File: src/rtl/frequency_analyzer_pkg.sv
// Shared types for the frequency analyzer result path: FSM encoding, register count,
// AXI response code and the slot-to-pixel mapping.
package frequency_analyzer_pkg;

  typedef enum logic [1:0] {
    StIdle = 2'd0,
    StAddr = 2'd1,
    StData = 2'd2,
    StDone = 2'd3
  } state_e;

  localparam int unsigned RegistersNumber = 6;
  localparam logic [1:0]  RespOkay        = 2'b00;

  // Each pixel owns two consecutive slots: even slot holds f0 time, odd slot holds f1 time.
  function automatic int unsigned f0_slot(input int unsigned pixel);
    return 2 * pixel;
  endfunction

  function automatic int unsigned f1_slot(input int unsigned pixel);
    return 2 * pixel + 1;
  endfunction

endpackage

File: src/rtl/frequency_result_reader_if.sv
// AXI4-Lite read address/data channels between the result reader (master) and the
// manager register bank (slave).
interface frequency_result_reader_if #(
  parameter int unsigned AddrWidth = 10,
  parameter int unsigned DataWidth = 32
);

  logic [AddrWidth-1:0] araddr;
  logic [2:0]           arprot;
  logic                 arvalid;
  logic                 arready;
  logic [DataWidth-1:0] rdata;
  logic [1:0]           rresp;
  logic                 rvalid;
  logic                 rready;

  modport master (
    output araddr, arprot, arvalid, rready,
    input  arready, rdata, rresp, rvalid
  );

  modport slave (
    input  araddr, arprot, arvalid, rready,
    output arready, rdata, rresp, rvalid
  );

endinterface

File: src/rtl/axi_lite_read_channel.sv
// Single-outstanding AXI4-Lite read: issues one address on start, accepts one beat.
// Optional watchdog (READ_TIMEOUT_EN) aborts a read stuck in the address or data phase.
module axi_lite_read_channel #(
  parameter int unsigned AddrWidth = 10,
  parameter int unsigned DataWidth = 32
`ifdef READ_TIMEOUT_EN
  ,
  parameter int unsigned TimeoutCycles = 1024
`endif
) (
  input  logic                     m00_axi_aclk,
  input  logic                     m00_axi_aresetn,
  input  logic                     start,
  input  logic [AddrWidth-1:0]     addr,
  output logic                     addr_accepted,
  output logic                     done,
  output logic                     timeout,
  output logic [DataWidth-1:0]     data,
  output logic [1:0]               resp,
  frequency_result_reader_if.master axi
);

  logic                 arvalid_q;
  logic                 rready_q;
  logic [AddrWidth-1:0] araddr_q;

  assign addr_accepted = arvalid_q & axi.arready;
  assign done          = rready_q & axi.rvalid;
  assign data          = axi.rdata;
  assign resp          = axi.rresp;

  assign axi.araddr  = araddr_q;
  assign axi.arprot  = 3'b000;
  assign axi.arvalid = arvalid_q;
  assign axi.rready  = rready_q;

  always_ff @(posedge m00_axi_aclk or negedge m00_axi_aresetn) begin
    if (!m00_axi_aresetn) begin
      arvalid_q <= 1'b0;
      rready_q  <= 1'b0;
      araddr_q  <= '0;
    end else if (timeout) begin
      arvalid_q <= 1'b0;
      rready_q  <= 1'b0;
    end else begin
      // A new start can coincide with the final data beat of the previous read.
      if (start) begin
        arvalid_q <= 1'b1;
        araddr_q  <= addr;
      end else if (addr_accepted) begin
        arvalid_q <= 1'b0;
      end
      if (addr_accepted) begin
        rready_q <= 1'b1;
      end else if (done) begin
        rready_q <= 1'b0;
      end
    end
  end

`ifdef READ_TIMEOUT_EN
  localparam int unsigned WdWidth = $clog2(TimeoutCycles);

  logic [WdWidth-1:0] wd_q;

  // A completing handshake wins over an expiring watchdog in the same cycle.
  assign timeout = (arvalid_q | rready_q) & (wd_q == WdWidth'(TimeoutCycles - 1)) &
                   ~addr_accepted & ~done;

  always_ff @(posedge m00_axi_aclk or negedge m00_axi_aresetn) begin
    if (!m00_axi_aresetn) begin
      wd_q <= '0;
    end else if (start || addr_accepted || timeout) begin
      wd_q <= '0;
    end else if (arvalid_q || rready_q) begin
      wd_q <= wd_q + 1'b1;
    end
  end
`else
  assign timeout = 1'b0;
`endif

endmodule

File: src/rtl/frequency_result_reader.sv
// Reads the manager's action-time registers on each irq rising edge and publishes them as one
// snapshot with per-pixel dominant-frequency flags. READ_TIMEOUT_EN adds a read watchdog.
module frequency_result_reader
  import frequency_analyzer_pkg::*;
#(
  parameter int unsigned C_M00_AXI_DATA_WIDTH = 32,
  parameter int unsigned C_M00_AXI_ADDR_WIDTH = 10,
  parameter int unsigned BASE_ADDR            = 0,
  parameter int unsigned REGISTERS_NUMBER     = RegistersNumber
`ifdef READ_TIMEOUT_EN
  ,
  parameter int unsigned TIMEOUT_CYCLES       = 1024
`endif
) (
  input  logic                                             m00_axi_aclk,
  input  logic                                             m00_axi_aresetn,
  input  logic                                             irq,
  frequency_result_reader_if.master                        m00_axi,
  output logic [C_M00_AXI_DATA_WIDTH*REGISTERS_NUMBER-1:0] values,
  output logic [REGISTERS_NUMBER/2-1:0]                    pixel_state,
  output logic                                             result_valid,
  output logic                                             busy,
  output logic                                             error
);

  localparam int unsigned DataW     = C_M00_AXI_DATA_WIDTH;
  localparam int unsigned IdxW      = $clog2(REGISTERS_NUMBER);
  localparam int unsigned NumPixels = REGISTERS_NUMBER / 2;

  state_e                               state_q;
  logic [IdxW-1:0]                      idx_q;
  logic                                 irq_q;
  logic                                 pending_q;
  logic                                 busy_q;
  logic                                 error_q;
  logic                                 result_valid_q;
  logic [NumPixels-1:0]                 pixel_q;
  logic [DataW*REGISTERS_NUMBER-1:0]    values_q;

  logic                                 trigger;
  logic                                 go;
  logic                                 last_word;
  logic                                 word_done;
  logic                                 bad_resp;
  logic                                 rd_start;
  logic [IdxW-1:0]                      next_idx;
  logic [C_M00_AXI_ADDR_WIDTH-1:0]      rd_addr;
  logic                                 rd_addr_accepted;
  logic                                 rd_done;
  logic                                 rd_timeout;
  logic [DataW-1:0]                     rd_data;
  logic [1:0]                           rd_resp;
  logic [DataW*REGISTERS_NUMBER-1:0]    values_nxt;
  logic [NumPixels-1:0]                 pixel_nxt;

  assign trigger   = irq & ~irq_q;
  assign go        = (state_q == StIdle) & (trigger | pending_q);
  assign last_word = (idx_q == IdxW'(REGISTERS_NUMBER - 1));
  assign word_done = (state_q == StData) & rd_done;
  assign bad_resp  = (rd_resp != RespOkay);
  assign rd_start  = go | (word_done & ~last_word);
  assign next_idx  = (state_q == StIdle) ? '0 : idx_q + 1'b1;
  assign rd_addr   = C_M00_AXI_ADDR_WIDTH'(BASE_ADDR + 4 * 32'(next_idx));

  axi_lite_read_channel #(
    .AddrWidth    (C_M00_AXI_ADDR_WIDTH),
    .DataWidth    (DataW)
`ifdef READ_TIMEOUT_EN
    ,
    .TimeoutCycles(TIMEOUT_CYCLES)
`endif
  ) u_read_channel (
    .m00_axi_aclk   (m00_axi_aclk),
    .m00_axi_aresetn(m00_axi_aresetn),
    .start          (rd_start),
    .addr           (rd_addr),
    .addr_accepted  (rd_addr_accepted),
    .done           (rd_done),
    .timeout        (rd_timeout),
    .data           (rd_data),
    .resp           (rd_resp),
    .axi            (m00_axi)
  );

  // Slots fill progressively; the flags are taken from the view including the final beat.
  always_comb begin
    values_nxt = values_q;
    if (word_done) begin
      values_nxt[DataW*32'(idx_q) +: DataW] = rd_data;
    end
  end

  always_comb begin
    pixel_nxt = '0;
    for (int unsigned p = 0; p < NumPixels; p++) begin
      pixel_nxt[p] = values_nxt[DataW*f1_slot(p) +: DataW] > values_nxt[DataW*f0_slot(p) +: DataW];
    end
  end

  always_ff @(posedge m00_axi_aclk or negedge m00_axi_aresetn) begin
    if (!m00_axi_aresetn) begin
      state_q        <= StIdle;
      idx_q          <= '0;
      // Treat irq as already high so a level held across reset does not count as an edge.
      irq_q          <= 1'b1;
      pending_q      <= 1'b0;
      busy_q         <= 1'b0;
      error_q        <= 1'b0;
      result_valid_q <= 1'b0;
      pixel_q        <= '0;
      values_q       <= '0;
    end else begin
      irq_q          <= irq;
      values_q       <= values_nxt;
      result_valid_q <= 1'b0;
      if (trigger && (state_q != StIdle)) begin
        pending_q <= 1'b1;
      end
      unique case (state_q)
        StIdle: begin
          if (go) begin
            state_q   <= StAddr;
            idx_q     <= '0;
            error_q   <= 1'b0;
            pending_q <= 1'b0;
            busy_q    <= 1'b1;
          end
        end
        StAddr: begin
          if (rd_timeout) begin
            error_q <= 1'b1;
            pixel_q <= pixel_nxt;
            state_q <= StDone;
          end else if (rd_addr_accepted) begin
            state_q <= StData;
          end
        end
        StData: begin
          if (rd_timeout) begin
            error_q <= 1'b1;
            pixel_q <= pixel_nxt;
            state_q <= StDone;
          end else if (rd_done) begin
            if (bad_resp) begin
              error_q <= 1'b1;
            end
            if (last_word) begin
              state_q        <= StDone;
              pixel_q        <= pixel_nxt;
              result_valid_q <= ~(error_q | bad_resp);
            end else begin
              idx_q   <= idx_q + 1'b1;
              state_q <= StAddr;
            end
          end
        end
        StDone: begin
          busy_q  <= 1'b0;
          state_q <= StIdle;
        end
        default: state_q <= StIdle;
      endcase
    end
  end

  assign values       = values_q;
  assign pixel_state  = pixel_q;
  assign result_valid = result_valid_q;
  assign busy         = busy_q;
  assign error        = error_q;

endmodule
File: src/flat_wrapper.sv
// flat-port wrapper written by rule: the top's interface ports become plain ports
module frequency_result_reader_flat import frequency_analyzer_pkg::*;
#(
  parameter int unsigned C_M00_AXI_DATA_WIDTH = 32,
  parameter int unsigned C_M00_AXI_ADDR_WIDTH = 10,
  parameter int unsigned BASE_ADDR            = 0,
  parameter int unsigned REGISTERS_NUMBER     = RegistersNumber

)
  (m00_axi_aclk, m00_axi_aresetn, irq, values, pixel_state, result_valid, busy, error, m00_axi_araddr, m00_axi_arprot, m00_axi_arvalid, m00_axi_rready, m00_axi_arready, m00_axi_rdata, m00_axi_rresp, m00_axi_rvalid);
  frequency_result_reader_if m00_axi_i ();
  input  logic m00_axi_aclk;
  input  logic m00_axi_aresetn;
  input  logic irq;
  output logic [C_M00_AXI_DATA_WIDTH*REGISTERS_NUMBER-1:0] values;
  output logic [REGISTERS_NUMBER/2-1:0] pixel_state;
  output logic result_valid;
  output logic busy;
  output logic error;
  output wire logic [$bits(m00_axi_i.araddr)-1:0] m00_axi_araddr;
  output wire logic [$bits(m00_axi_i.arprot)-1:0] m00_axi_arprot;
  output wire logic [$bits(m00_axi_i.arvalid)-1:0] m00_axi_arvalid;
  output wire logic [$bits(m00_axi_i.rready)-1:0] m00_axi_rready;
  input wire logic [$bits(m00_axi_i.arready)-1:0] m00_axi_arready;
  input wire logic [$bits(m00_axi_i.rdata)-1:0] m00_axi_rdata;
  input wire logic [$bits(m00_axi_i.rresp)-1:0] m00_axi_rresp;
  input wire logic [$bits(m00_axi_i.rvalid)-1:0] m00_axi_rvalid;
  assign m00_axi_araddr = m00_axi_i.araddr;
  assign m00_axi_arprot = m00_axi_i.arprot;
  assign m00_axi_arvalid = m00_axi_i.arvalid;
  assign m00_axi_rready = m00_axi_i.rready;
  assign m00_axi_i.arready = m00_axi_arready;
  assign m00_axi_i.rdata = m00_axi_rdata;
  assign m00_axi_i.rresp = m00_axi_rresp;
  assign m00_axi_i.rvalid = m00_axi_rvalid;
  frequency_result_reader #(.C_M00_AXI_DATA_WIDTH(C_M00_AXI_DATA_WIDTH), .C_M00_AXI_ADDR_WIDTH(C_M00_AXI_ADDR_WIDTH), .BASE_ADDR(BASE_ADDR), .REGISTERS_NUMBER(REGISTERS_NUMBER)) u_core (.m00_axi_aclk(m00_axi_aclk), .m00_axi_aresetn(m00_axi_aresetn), .irq(irq), .m00_axi(m00_axi_i), .values(values), .pixel_state(pixel_state), .result_valid(result_valid), .busy(busy), .error(error));
endmodule
File: config.mk
export PLATFORM = sky130hd
export DESIGN_NAME = frequency_result_reader_flat
export DESIGN_NICKNAME = d
export VERILOG_FILES = /design/src/rtl/frequency_analyzer_pkg.sv /design/src/rtl/frequency_result_reader_if.sv /design/src/rtl/axi_lite_read_channel.sv /design/src/rtl/frequency_result_reader.sv /design/src/flat_wrapper.sv
export SDC_FILE = /design/constraint.sdc
export NUM_CORES = 1
export LEC_CHECK = 0
export ABC_CLOCK_PERIOD_IN_PS = 4800
export CAP_MARGIN = 0
export CORE_MARGIN = 5
export CORE_UTILIZATION = 40
export DETAILED_ROUTE_END_ITERATION = 8
export HOLD_SLACK_MARGIN = 0.02
export PLACE_DENSITY = 0.73
export SLEW_MARGIN = 20
export SYNTH_ARGS = -nofsm -noshare
export SYNTH_HDL_FRONTEND = slang
export SYNTH_SLANG_ARGS = --single-unit
File: constraint.sdc
create_clock -name m00_axi_aclk -period 4.8 [get_ports m00_axi_aclk]
set_input_delay 0.96 -clock m00_axi_aclk [delete_from_list [all_inputs] [get_ports m00_axi_aclk]]
set_output_delay 0.96 -clock m00_axi_aclk [all_outputs]
set_load 0.01 [all_outputs]
==> results of run 1 <==
-- critical path, stage by stage (launching register included) --
cell	delay, ns
dfrtp_1	0.42
inv_1	0.09
ha_1	0.21
ha_1	0.37
or4b_1	0.48
or4_2	0.61
buf_12	0.25
mux2i_2	0.20
ha_1	0.34
a21oi_1	0.13
nand2_1	0.07
a211o_1	0.28
a2111oi_0	0.70
a21oi_1	0.15
-- report_power, final --
| group | leakage, nW | switching, mW | internal, mW |
|---|---|---|---|
| Sequential | 2.90 | 0.139 | 1.92 |
| Clock | 0.419 | 0.779 | 1.16 |
| Combinational | 3.20 | 0.687 | 0.543 |
-- metal layers --
layer | global-route usage | vias to the layer above | share of wire
li1 | - | 4349 | -
met3 | 0.0560 | 58 | 0.071
met5 | 0 | - | 0
met4 | 0.0663 | 0 | 0.030
met1 | 0.290 | 4399 | 0.45
met2 | 0.341 | 252 | 0.45
-- layout by cell type (no fill, tap or decap), types with 17 or more instances in the layout --
cell type,Yosys,layout
clkbuf_16,0,25
nand4_1,22,22
nor2_1,17,17
inv_2,30,30
mux2i_2,30,30
clkdlybuf4s50_1,0,240
o21ai_0,141,141
a21oi_1,41,41
ha_1,101,101
nand3_1,20,18
buf_4,10,21
nand2_1,256,254
mux2_2,35,35
dfrtp_1,209,209
o21a_1,62,62
-- registers in the layout (all words and copies together), names as in the netlist, 2 cells and up --
register,count
u_core.pixel_state,3
u_core.values,192
u_core.idx_q,3
u_core.u_read_channel.axi.araddr,3
u_core.state_q,2
-- final cells by class --
type	instances	area, µm²	area share
sequential	210	5260	0.359
multi-input combinational	802	5280	0.361
antenna	1	2.50	0.000171
timing repair buffer	267	2670	0.183
inverter	40	150	0.0103
tap	341	427	0.0292
clock buffer	33	716	0.0489
clock inverter	13	131	0.00898
-- cell usage after synthesis, types with 2 or more instances --
master / n / area [µm²]
clkbuf_1: 46 / 173
nand4_1: 22 / 138
a22o_1: 2 / 17.5
a21o_1: 9 / 67.6
mux2i_2: 30 / 413
buf_6: 2 / 22.5
buf_2: 4 / 20.0
o21a_1: 62 / 465
o31a_1: 2 / 17.5
o21ai_0: 141 / 706
a221o_1: 3 / 30.0
nand3_1: 20 / 100
and2_1: 3 / 18.8
a211oi_1: 3 / 22.5
nor2_1: 17 / 63.8
dfrtp_1: 209 / 5230
a21oi_1: 41 / 205
o211ai_1: 3 / 22.5
mux2i_1: 2 / 20.0
mux2_2: 35 / 394
buf_12: 3 / 60.1
nor4_1: 4 / 25.0
inv_2: 30 / 113
inv_1: 10 / 37.5
nor2b_1: 5 / 31.3
o311ai_0: 3 / 26.3
nor3_1: 7 / 35.0
a21boi_0: 3 / 22.5
nand2_1: 256 / 961
ha_1: 101 / 1260
buf_4: 10 / 75.1
a211o_1: 3 / 26.3
a2111oi_0: 3 / 26.3
-- path summary, 6_finish.rpt --
path / end / slack [ns]
max: u_core.pixel_state[0] / 0.35
min: u_core.result_valid / 0.47
max reg2reg: u_core.pixel_state[0] / 0.35
min reg2reg: u_core.result_valid / 0.47
max in group asynchronous: u_core.irq_q / 3.20
min in group asynchronous: u_core.values[88] / 0.59
-- stage by stage --
step | hold slack, ns | instances | power (mW)
2_1_floorplan | 0.486 | 1117 | 2.72
3_3_place_gp | 0.456 | 1660 | 3.29
3_5_place_dp | 0.472 | 1660 | 3.32
4_1_cts | 0.480 | 1706 | 5.27
5_1_grt | 0.516 | 1706 | 5.47
6_report | 0.473 | 1707 | 5.23
-- cell families (layout without fill, tap and decap cells) --
logic type                 Yosys count  after routing  share of synthesized area
xor gates and xnor gates             1              1                   0.000798
muxes                               67             67                     0.0753
other                                1             11                   0.000342
adders and majority gates          101            101                      0.115
and+or+nand+nor                    341            341                      0.130
AOI/OAI and AO/OA                  282            282                      0.154
DFF                                210            210                      0.479
buffers and inverters              105            353                     0.0456
==> impl_metrics.tcl, run 1 <==
set metrics [dict create \
    ys.flop_type "dfrtp_1" \
    dp_hpwl_um 25500 \
    r2r-start "u_core.idx_q[1]" \
    p_leak_nw 6.52 \
    grt_usage 0.215 \
    async_flop_share 1.00 \
    min_period_ns 4.45 \
    cts_sinks 210 \
    cts_buffers 25 \
    end_kind "flip-flop" \
    numPortBuffers 241 \
    avgRoutedWirePerCell_um 19.9 \
    grt-ovfl-total 0 \
    clk_path_buf_depth 3 \
    core_area_mm2 0.0270 \
    firstDrtPassIters 4 \
    synth_cell_type_count 47 \
    fin_skew_ns 0.0136 \
    critPathMaxFanout 32 \
    cts_hold_buffers 0 \
    gp_congestion 0.846 \
    fin_area_mm2 0.0146 \
    worstMarginPinSlew_ns 0.951 \
    drc 0 \
    layout-drive-gt1-share 0.127 \
    path_class "reg -> reg" \
    placed_area_mm2 0.0138 \
    n_fill_cell 2320 \
    required_ns 5.18 \
    grt_pass1_vias 9232 \
    netlist_area_mm2 0.0110 \
    cts_setup_buffers 0 \
    tritoncts "built" \
    start_kind "flip-flop" \
    worstPathArrival_ns 4.83 \
    cellPowerDensity_mw_per_mm2 357 \
    fin_util 0.543 \
    max_cap_viol_count 0 \
    grt_pass1_wl_um 52500 \
    ir_drop_mv 0.232 \
    rsz0062_at_grt "false" \
    wirelength_um 33900 \
    syn_area_per_cell_um2 9.91 \
    ys_ff_latch 210 \
    final_antenna_net_count 0 \
    r2r_cells 13 \
    hold_viol_final 0 \
    grt_antenna_before_repair 0 \
    via_per_inst 5.31 \
    cts-root-buf "clkbuf_16" \
    final.setup.tns_ns 0 \
    netlist_instances 1108 \
    synth_seq_area_share 0.479 \
    final_nets 1486 \
    relSlewSlack 0.366 \
    start_util 0.407 \
    die-area_mm2 0.0309 \
    core.rowCount 60 \
    drt_iter0_markers 547 \
    io_pins 252 \
    dr_total_vias 9058 \
    cts.clk_slew.worst_paths_ns 0.06 \
    cts_resized 0 \
    areaGrowthSynthToFinish_pct 33.3 \
    clk_latency_ns 0.53 \
    layout_setup_ws_ns 0.354 \
    h-tree-depth 1 \
    finalCritPeriodShare 0.926 \
    die_h_um 176 \
    drv_slew 0 \
    die_x_um 176 \
    synth_edf_count 0 \
    fmax_ghz 0.225 \
    setup_viol 0 \
    grt_max_degree 115 \
    crit_start "u_core.idx_q[1]" \
    hold_depth 1 \
    hp-start "u_core.error" \
    hold_path.class "reg -> reg" \
    synth_warnings 0 \
    outcome "completed" \
    pre_cts_ws_ns 0.0779 \
]
Note: power is estimated with default switching activity, not from simulation.
==> inputs of run 2 (changes only) <==
--- a/config.mk
+++ b/config.mk
@@ -5,13 +5,13 @@
 export SDC_FILE = /design/constraint.sdc
 export NUM_CORES = 1
 export LEC_CHECK = 0
-export ABC_CLOCK_PERIOD_IN_PS = 4800
+export ABC_CLOCK_PERIOD_IN_PS = 3570
 export CAP_MARGIN = 0
 export CORE_MARGIN = 5
 export CORE_UTILIZATION = 40
 export DETAILED_ROUTE_END_ITERATION = 8
 export HOLD_SLACK_MARGIN = 0.02
-export PLACE_DENSITY = 0.73
+export PLACE_DENSITY = 0.76
 export SLEW_MARGIN = 20
 export SYNTH_ARGS = -nofsm -noshare
 export SYNTH_HDL_FRONTEND = slang
==> constraint.sdc (replaced) <==
create_clock -name m00_axi_aclk -period 3.57 [get_ports m00_axi_aclk]
set_input_delay 0.714 -clock m00_axi_aclk [delete_from_list [all_inputs] [get_ports m00_axi_aclk]]
set_output_delay 0.714 -clock m00_axi_aclk [all_outputs]
set_load 0.01 [all_outputs]
==> run 2 against run 1 <==
Effect of this change:
- the flow now finishes with violations (negative setup slack)
- first-iteration DRC count increased by 14%
- die area unchanged
- design area increased by 6.6%
- clock skew decreased by 0.00092 ns
- wire length increased by 6.2%
- via count increased by 5.6%
- critical path depth increased by 2
- sequential power increased by 34%
- combinational power increased by 81%
- power increased by 41%
==> impl_metrics.tcl, run 2 (synthesis gave the netlist of run 1 again) <==
set metrics [dict create \
    io_pins 252 \
    grt_antenna_before_repair 0 \
    r2r_cells 15 \
    end_kind "flip-flop" \
    start_kind "flip-flop" \
    r2r-start "u_core.idx_q[0]" \
    stdcell_count 1806 \
    pre_cts_ws_ns -0.577 \
    fin_area_mm2 0.0156 \
    clk_latency_ns 0.51 \
    fin_skew_ns 0.0127 \
    drt_iter0_markers 622 \
    crit_family "simple AND/OR/NAND/NOR gates" \
    die_x_um 176 \
    firstDrtPassIters 5 \
    max_cap_viol_count 0 \
    worstMarginPinSlew_ns 0.697 \
    core_area_mm2 0.0270 \
    tritoncts "built" \
    start_util 0.407 \
    cts_buffers 23 \
    drc 0 \
    final_nets 1589 \
    areaGrowthSynthToFinish_pct 42.0 \
    cts_sinks 210 \
    rrSetupSlack_ns -0.08 \
    required_ns 3.94 \
    finalCritPeriodShare 1.02 \
    layout-drive-gt1-share 0.194 \
    h-tree-depth 1 \
    fmax_ghz 0.274 \
    layout_common_cells "nand2_1 (254), clkdlybuf4s50_1 (240), dfrtp_1 (209), o21ai_0 (138), buf_4 (115)" \
    crit_path_max_incr_delay_ns 0.53 \
    path_cells "inv_4 > ha_4 > ha_4 > or4b_4 > or4_4 > buf_16 > buf_12 > mux2i_2 > ha_1 > nand4_1 > nor3_4 > buf_4 > nand4_1 > o21ai_0 > a21oi_1" \
    grt_max_degree 82 \
    largest_reg_flops 192 \
    cp_slowest_cell "or4_4" \
    n_antenna_cell 0 \
    r2r-end "u_core.pixel_state[0]" \
    fin_util 0.579 \
    violations "negative setup slack" \
    grt_usage 0.229 \
    grt-ovfl-total 0 \
    numPortBuffers 241 \
    place_inst 1753 \
    relSlewSlack 0.535 \
    layout_setup_ws_ns -0.0784 \
    wirelength_um 36000 \
    cts-root-buf "clkbuf_16" \
    critPathMaxFanout 12 \
    ir_drop_mv 0.403 \
    critPathBufInv 4 \
    dp_hpwl_um 27300 \
    rsz0062_at_grt "true" \
    hold_path.class "in -> async" \
    placed_area_mm2 0.0146 \
    gp_congestion 0.906 \
    path_class "reg -> reg" \
    outcome "finished, violations left" \
    die-area_mm2 0.0309 \
    drv_slew 0 \
    avgRoutedWirePerCell_um 20.0 \
    p_leak_nw 7.04 \
    final_antenna_net_count 0 \
    worstPathArrival_ns 4.02 \
    cts.clk_slew.worst_paths_ns 0.06 \
    die_h_um 176 \
    via_per_inst 5.30 \
    clk_path_buf_depth 3 \
    hold_viol_final 0 \
    cellPowerDensity_mw_per_mm2 474 \
    final_common_cell "nand2_1" \
    setup_viol 1 \
    min_period_ns 3.65 \
    dr_total_vias 9565 \
    core.rowCount 60 \
    grt_pass1_wl_um 55700 \
    grt_pass1_vias 10000 \
]
run 2: through the flow:
step	power (mW)	hold WS, ns	setup TNS, ns
2_1_floorplan	3.68	0.418	-0.0459
3_3_place_gp	4.78	0.465	-0.926
3_5_place_dp	4.85	0.456	-1.24
4_1_cts	7.39	0.281	-0.0551
5_1_grt	7.69	0.295	-0.259
6_report	7.39	0.243	-0.0784
run 2: final cells by class:
| type | instances | area, µm² |
|---|---|---|
| Fill cell | 2244 | 11400 |
| Tap cell | 341 | 427 |
| Sequential cell | 210 | 5260 |
| Inverter | 40 | 153 |
| Timing Repair Buffer | 372 | 3610 |
| Multi-Input combinational cell | 802 | 5390 |
| Clock inverter | 6 | 58.8 |
| Clock buffer | 35 | 701 |
run 2: how the worst max path moves through the flow:
stage	cells after the start	from	to
after global routing	14	u_core.idx_q[0]	u_core.pixel_state[0]
final	15	u_core.idx_q[0]	u_core.pixel_state[0]
after floorplan	15	u_core.idx_q[0]	u_core.pixel_state[0]
after global placement	13	m00_axi_rvalid	u_core.pixel_state[0]
after CTS	14	u_core.idx_q[0]	u_core.pixel_state[0]
after detailed placement	13	m00_axi_rvalid	u_core.pixel_state[0]
run 2: worst reg2reg max path, stage by stage (launching register included):
cell,delay (ns)
dfrtp_1,0.41
inv_4,0.08
ha_4,0.14
ha_4,0.20
or4b_4,0.49
or4_4,0.53
buf_16,0.21
buf_12,0.13
mux2i_2,0.15
ha_1,0.30
nand4_1,0.19
nor3_4,0.31
buf_4,0.16
nand4_1,0.07
o21ai_0,0.09
a21oi_1,0.06
run 2: power breakdown:
part	switching, mW	leakage (nW)	internal (mW)	total, mW
clock network	0.962	0.380	1.42	2.38
registers	0.189	2.90	2.58	2.77
logic	1.12	3.76	1.11	2.23
run 2: what timing repair did:
item / CTS / global route
buffers inserted: 10 / 0
gates resized for setup: 15 / 8
setup endpoints to repair: 1 / 3
hold buffers: 0 / 0
gates cloned: 2 / 0
pin swaps: 13 / 0
run 2: metal layers:
metal | part of all wire | track usage | vias to the layer above | wire length (µm)
li1 | - | - | 4542 | -
met1 | 0.43 | 0.298 | 4618 | 15400
met2 | 0.47 | 0.377 | 328 | 16800
met3 | 0.068 | 0.0463 | 77 | 2450
met4 | 0.040 | 0.0874 | 0 | 1420
met5 | 0 | 0 | - | 0
==> inputs of run 3 (changes only) <==
--- a/config.mk
+++ b/config.mk
@@ -6,7 +6,6 @@
 export NUM_CORES = 1
 export LEC_CHECK = 0
 export ABC_CLOCK_PERIOD_IN_PS = 3570
-export CAP_MARGIN = 0
 export CORE_MARGIN = 5
 export CORE_UTILIZATION = 40
 export DETAILED_ROUTE_END_ITERATION = 8
==> results of run 3 <==
Same layout as run 2: the final DEF is identical, and so are final timing and power.
